===== src/rtl/sync_vc_fifo.sv =====
// Multi-channel synchronous FIFO: NUM_VC independent circular queues sharing one write and one read port.
// Define SYNC_VC_FIFO_FWFT_EN for first-word-fall-through reads; the default build registers read data.
module sync_vc_fifo #(
    parameter  int WIDTH    = 8,
    parameter  int DEPTH    = 16,
    parameter  int NUM_VC   = 4,
    parameter  int AF_LEVEL = DEPTH - 2,
    localparam int VC_W     = (NUM_VC > 1) ? $clog2(NUM_VC) : 1,
    localparam int ADDR_W   = $clog2(DEPTH),
    localparam int PTR_W    = ADDR_W + 1
) (
    input  logic              CLK,
    input  logic              RST,
    input  logic              WINC,
    input  logic [VC_W-1:0]   WVC,
    input  logic [WIDTH-1:0]  WDATA,
    input  logic              RINC,
    input  logic [VC_W-1:0]   RVC,
    output logic [WIDTH-1:0]  RDATA,
    output logic              RVALID,
    output logic [NUM_VC-1:0] WFULL,
    output logic [NUM_VC-1:0] REMPTY,
    output logic [NUM_VC-1:0] WAFULL,
    output logic              OVF,
    output logic              UDF
);

    localparam int               VC_SPAN = 1 << VC_W;
    localparam logic [PTR_W-1:0] AF_PTR  = PTR_W'(AF_LEVEL);

    logic [WIDTH-1:0]   mem [NUM_VC][DEPTH];
    logic [PTR_W-1:0]   wptr [NUM_VC];
    logic [PTR_W-1:0]   rptr [NUM_VC];

    logic [VC_SPAN-1:0] full_pad;
    logic [VC_SPAN-1:0] empty_pad;
    logic               wvc_in;
    logic               rvc_in;
    logic               wr_ok;
    logic               rd_ok;
    logic [WIDTH-1:0]   head_data;

    // Flags come straight from the registered pointers, so they show an operation one cycle after its edge.
    always_comb begin
        // NOTE: every output of a combinational block gets a default first, otherwise a path that skips the assignment infers a latch.
        WFULL  = '0;
        REMPTY = '0;
        WAFULL = '0;
        for (int v = 0; v < NUM_VC; v++) begin
            logic [PTR_W-1:0] occ;
            occ       = wptr[v] - rptr[v];
            REMPTY[v] = (wptr[v] == rptr[v]);
            WFULL[v]  = (wptr[v][ADDR_W-1:0] == rptr[v][ADDR_W-1:0]) &&
                        (wptr[v][ADDR_W] != rptr[v][ADDR_W]);
            WAFULL[v] = (occ >= AF_PTR);
        end
    end

    // Padding to a power-of-two span lets an out-of-range channel index select a harmless bit.
    assign full_pad  = VC_SPAN'(WFULL);
    assign empty_pad = VC_SPAN'(REMPTY);
    assign wvc_in    = (32'(WVC) < 32'(NUM_VC));
    assign rvc_in    = (32'(RVC) < 32'(NUM_VC));
    assign wr_ok     = WINC && wvc_in && !full_pad[WVC];
    assign rd_ok     = RINC && rvc_in && !empty_pad[RVC];
    assign head_data = mem[RVC][rptr[RVC][ADDR_W-1:0]];

    always_ff @(posedge CLK) begin
        if (RST) begin
            for (int v = 0; v < NUM_VC; v++) begin
                // NOTE: non-blocking assignments make every update in this block see the pre-edge state, which the acceptance rules depend on.
                wptr[v] <= '0;
                rptr[v] <= '0;
            end
            OVF <= 1'b0;
            UDF <= 1'b0;
        end else begin
            if (wr_ok)
                wptr[WVC] <= wptr[WVC] + 1'b1;
            if (rd_ok)
                rptr[RVC] <= rptr[RVC] + 1'b1;
            if (WINC && !wr_ok)
                OVF <= 1'b1;
            if (RINC && !rd_ok)
                UDF <= 1'b1;
        end
    end

    // NOTE: the storage array has no reset; contents are meaningless until written because the pointers are reset.
    always_ff @(posedge CLK) begin
        if (!RST && wr_ok)
            mem[WVC][wptr[WVC][ADDR_W-1:0]] <= WDATA;
    end

`ifdef SYNC_VC_FIFO_FWFT_EN
    // Head of the selected channel is shown before the pop; zero whenever nothing is valid.
    assign RVALID = rvc_in && !empty_pad[RVC];
    assign RDATA  = RVALID ? head_data : '0;
`else
    logic             rvalid_q;
    logic [WIDTH-1:0] rdata_q;

    always_ff @(posedge CLK) begin
        if (RST) begin
            rvalid_q <= 1'b0;
            rdata_q  <= '0;
        end else begin
            rvalid_q <= rd_ok;
            if (rd_ok)
                rdata_q <= head_data;
        end
    end

    assign RVALID = rvalid_q;
    assign RDATA  = rdata_q;
`endif

endmodule


===== config.mk =====
export PLATFORM = sky130hd
export DESIGN_NAME = sync_vc_fifo
export DESIGN_NICKNAME = d
export VERILOG_FILES = /design/src/rtl/sync_vc_fifo.sv
export SDC_FILE = /design/constraint.sdc
export NUM_CORES = 1
export LEC_CHECK = 0
export ABC_CLOCK_PERIOD_IN_PS = 5500
export CELL_PAD_IN_SITES_DETAIL_PLACEMENT = 1
export CELL_PAD_IN_SITES_GLOBAL_PLACEMENT = 2
export CORE_MARGIN = 3
export CORE_UTILIZATION = 55
export CTS_BUF_LIST = sky130_fd_sc_hd__clkbuf_8
export DETAILED_ROUTE_END_ITERATION = 12
export GPL_TIMING_DRIVEN = 0
export PLACE_DENSITY_LB_ADDON = 0.3
export SLEW_MARGIN = 10
export SYNTH_ARGS = -nofsm -noshare
export SYNTH_HDL_FRONTEND = slang
export SYNTH_SLANG_ARGS = --single-unit

===== constraint.sdc =====
create_clock -name CLK -period 5.5 [get_ports CLK]
set_input_delay 1.1 -clock CLK [delete_from_list [all_inputs] [get_ports CLK]]
set_output_delay 1.1 -clock CLK [all_outputs]
set_load 0.005 [all_outputs]

==> results_dict.tcl <==
set metrics [dict create \
    multiInputGateArea_um2 5810 \
    placementRows 74 \
    n_fill_cell 3532 \
    clock_latency_ps 650 \
    vias_per_cell 6.29 \
    synthTopCellsByCount "edfxtp_1 (552), mux4_2 (138), nor2_1 (108)" \
    final_hold_viol_count 0 \
    core_area_um2 41100 \
    yosys_most_used_dff "edfxtp_1" \
    required_ps 5750 \
    cts_hold_buf 0 \
    fin_crit_sh 0.812 \
    routabilityCongestion 0.867 \
    syn_nets 1232 \
    clk_pin_slew_worst_paths_ps 60 \
    regArea_um2 16800 \
    dpl.hpwl_um 38700 \
    worstMarginPinSlew_ps 1120 \
    rsz0062_at_grt "false" \
    drt-wirelength-per-cell_um 30.1 \
    placed_cell_area_um2 24200 \
    synth_top_cell_area_share 0.720 \
    max_freq_mhz 224 \
    synth_compound_area_frac 0.0284 \
    ys_warn_count 0 \
    htree_levels 3 \
    die_w_um 211 \
    antenna_left 0 \
    grt_pass1_wl_um 86000 \
    wirelength_um 57600 \
    grt_max_degree 49 \
    yosys.area_share.xor_xnor 0.00870 \
    slew_headroom 0.253 \
    io_pins 39 \
    peakVddDrop_mv 0.263 \
    final_cell_area_um2 25700 \
    io_buffers 36 \
    synth_mux_area_frac 0.161 \
    cts-root-buf "clkbuf_8" \
    first_pass_iters 5 \
    area.growth.synth_to_final_pct 11.8 \
    crit_arrival_ps 4720 \
    synthSimpleGateAreaFrac 0.0392 \
    slew_violations 0 \
    yosys.cell_types.count 47 \
    ys_seq_elements 563 \
    status "finished, final reports clean" \
    skew_ps 24.2 \
    setup_viol 0 \
    ys_seq_area_frac 0.730 \
    synthAdderAreaFrac 0.0149 \
    synth.largest_area_cell "edfxtp_1" \
    cts_tree "built" \
    vias 12040 \
    initial_core_util 0.560 \
    synthesis.instances 1191 \
    cp-start-kind "primary input" \
    crit_fanout 10 \
    cts_buffer_depth 3 \
    ys_async_sr_fraction 0 \
    cts-buffers-inserted 88 \
    cts_resized 0 \
    drv_cap 0 \
    worstSetupPathType "primary input to flop" \
    layout_min_cycle_time_ps 4470 \
    drive_gt1_frac 0.220 \
    grt-ovfl-total 0 \
    synth_area_leaders "edfxtp_1 (72%), mux4_2 (14%), mux2i_1 (2.1%)" \
    fin_tns_setup_ps 0 \
    drt_iter0_drc 1177 \
    die_y_um 211 \
    grt_antenna_before_repair 0 \
    die-area_um2 44300 \
    antennaDiodeCount 0 \
    grt_usage 0.268 \
    hp-class "flop to flop" \
    syn_area_um2 23000 \
    critPathCaptureType "flop" \
    powerDensity_nw_per_um2 343 \
    synth_top_family_by_area "multiplexers" \
    hold_ws_ps 473 \
    synth.avg_cell_area_um2 19.3 \
    synth_edf_count 552 \
    cts_sinks 563 \
    yosysMostFrequentCell "edfxtp_1" \
    grt_pass1_vias 12870 \
    post-cts-setup-buffers 0 \
    drc_errors 0 \
    layout.nets 1366 \
    p_leak_nw 8.41 \
]
final timing paths:
kind / start / to / slack (ps) / cells past startpoint
min: OVF / OVF / 470 / 2
min reg2reg: OVF / OVF / 470 / 2
max reg2reg: wptr[3][3] / mem[1][96] / 1500 / 7
max: WVC[0] / mem[1][96] / 1030 / 6
cells by family after synthesis:
kind of cell | after synthesis
muxes | 195
DFF | 563
xor gates and xnor gates | 22
and+or+nand+nor | 201
buffers and inverters | 92
AOI/OAI and AO/OA | 93
adders and majority gates | 25
per-stage QoR:
| step | util | power, W | worst slack [ps] | cells |
|---|---|---|---|---|
| final | 0.626 | 0.00882 | 1030 | 1913 |
| after global routing | 0.626 | 0.00914 | 834 | 1913 |
| after CTS | 0.626 | 0.00888 | 1090 | 1913 |
| after detailed placement | 0.588 | 0.00566 | 430 | 1767 |
| after global placement | 0.585 | 0.00563 | 629 | 1759 |
| after floorplan | - | 0.00531 | 2100 | 1191 |
registers in the layout, indices dropped and copies added, names as in the netlist:
register	count
OVF	1
RDATA	8
mem	512
wptr	20
RVALID	1
UDF	1
rptr	20
where the power goes:
| part | internal [W] | switching (W) |
|---|---|---|
| registers | 0.00476 | 0.0000300 |
| clock network | 0.00167 | 0.00158 |
| logic | 0.000307 | 0.000481 |
| total | 0.00674 | 0.00209 |
per-layer routing:
layer	wire, µm	part of all wire	GRT usage	up-vias
met5	0	0	0	-
met4	1460	0.025	0.0845	0
met3	4210	0.073	0.0536	88
met2	27700	0.48	0.423	552
met1	24200	0.42	0.387	6331
li1	-	-	-	5069
worst max-delay path: stages:
cell and delay (ps):
clkdlybuf4s50_1 500, buf_1 540, mux4_2 690, nor3_1 720
nand3_1 410, nor2_1 760
cells in the final DEF (no fill, tap or decap), types with 6 or more instances in the layout:
cell,n
dfxtp_1,11
xnor2_1,10
mux2i_1,48
a22oi_1,16
nor2_1,108
nand3_1,6
mux2_2,6
a21o_1,8
a21oi_1,16
buf_2,30
nor2b_1,15
nand2_1,34
buf_12,8
clkinv_1,20
a211o_1,8
nand2b_1,11
inv_1,50
edfxtp_1,552
o211ai_1,9
clkbuf_8,92
a211oi_1,12
xor2_1,11
clkbuf_1,32
clkdlybuf4s50_1,28
mux4_2,138
a31oi_1,8
clkinv_2,6
a22o_1,8
ha_1,21
area by class of cell:
class | instances | share of cell area
flip-flops and latches | 563 | 0.653
multi-input cells | 536 | 0.226
clock buffers | 92 | 0.0492
well taps | 532 | 0.0259
repair buffers | 44 | 0.0187
plain buffers | 65 | 0.0122
clock inverters | 54 | 0.0116
inverters | 27 | 0.00394
Power figures use the tool's default switching activity.
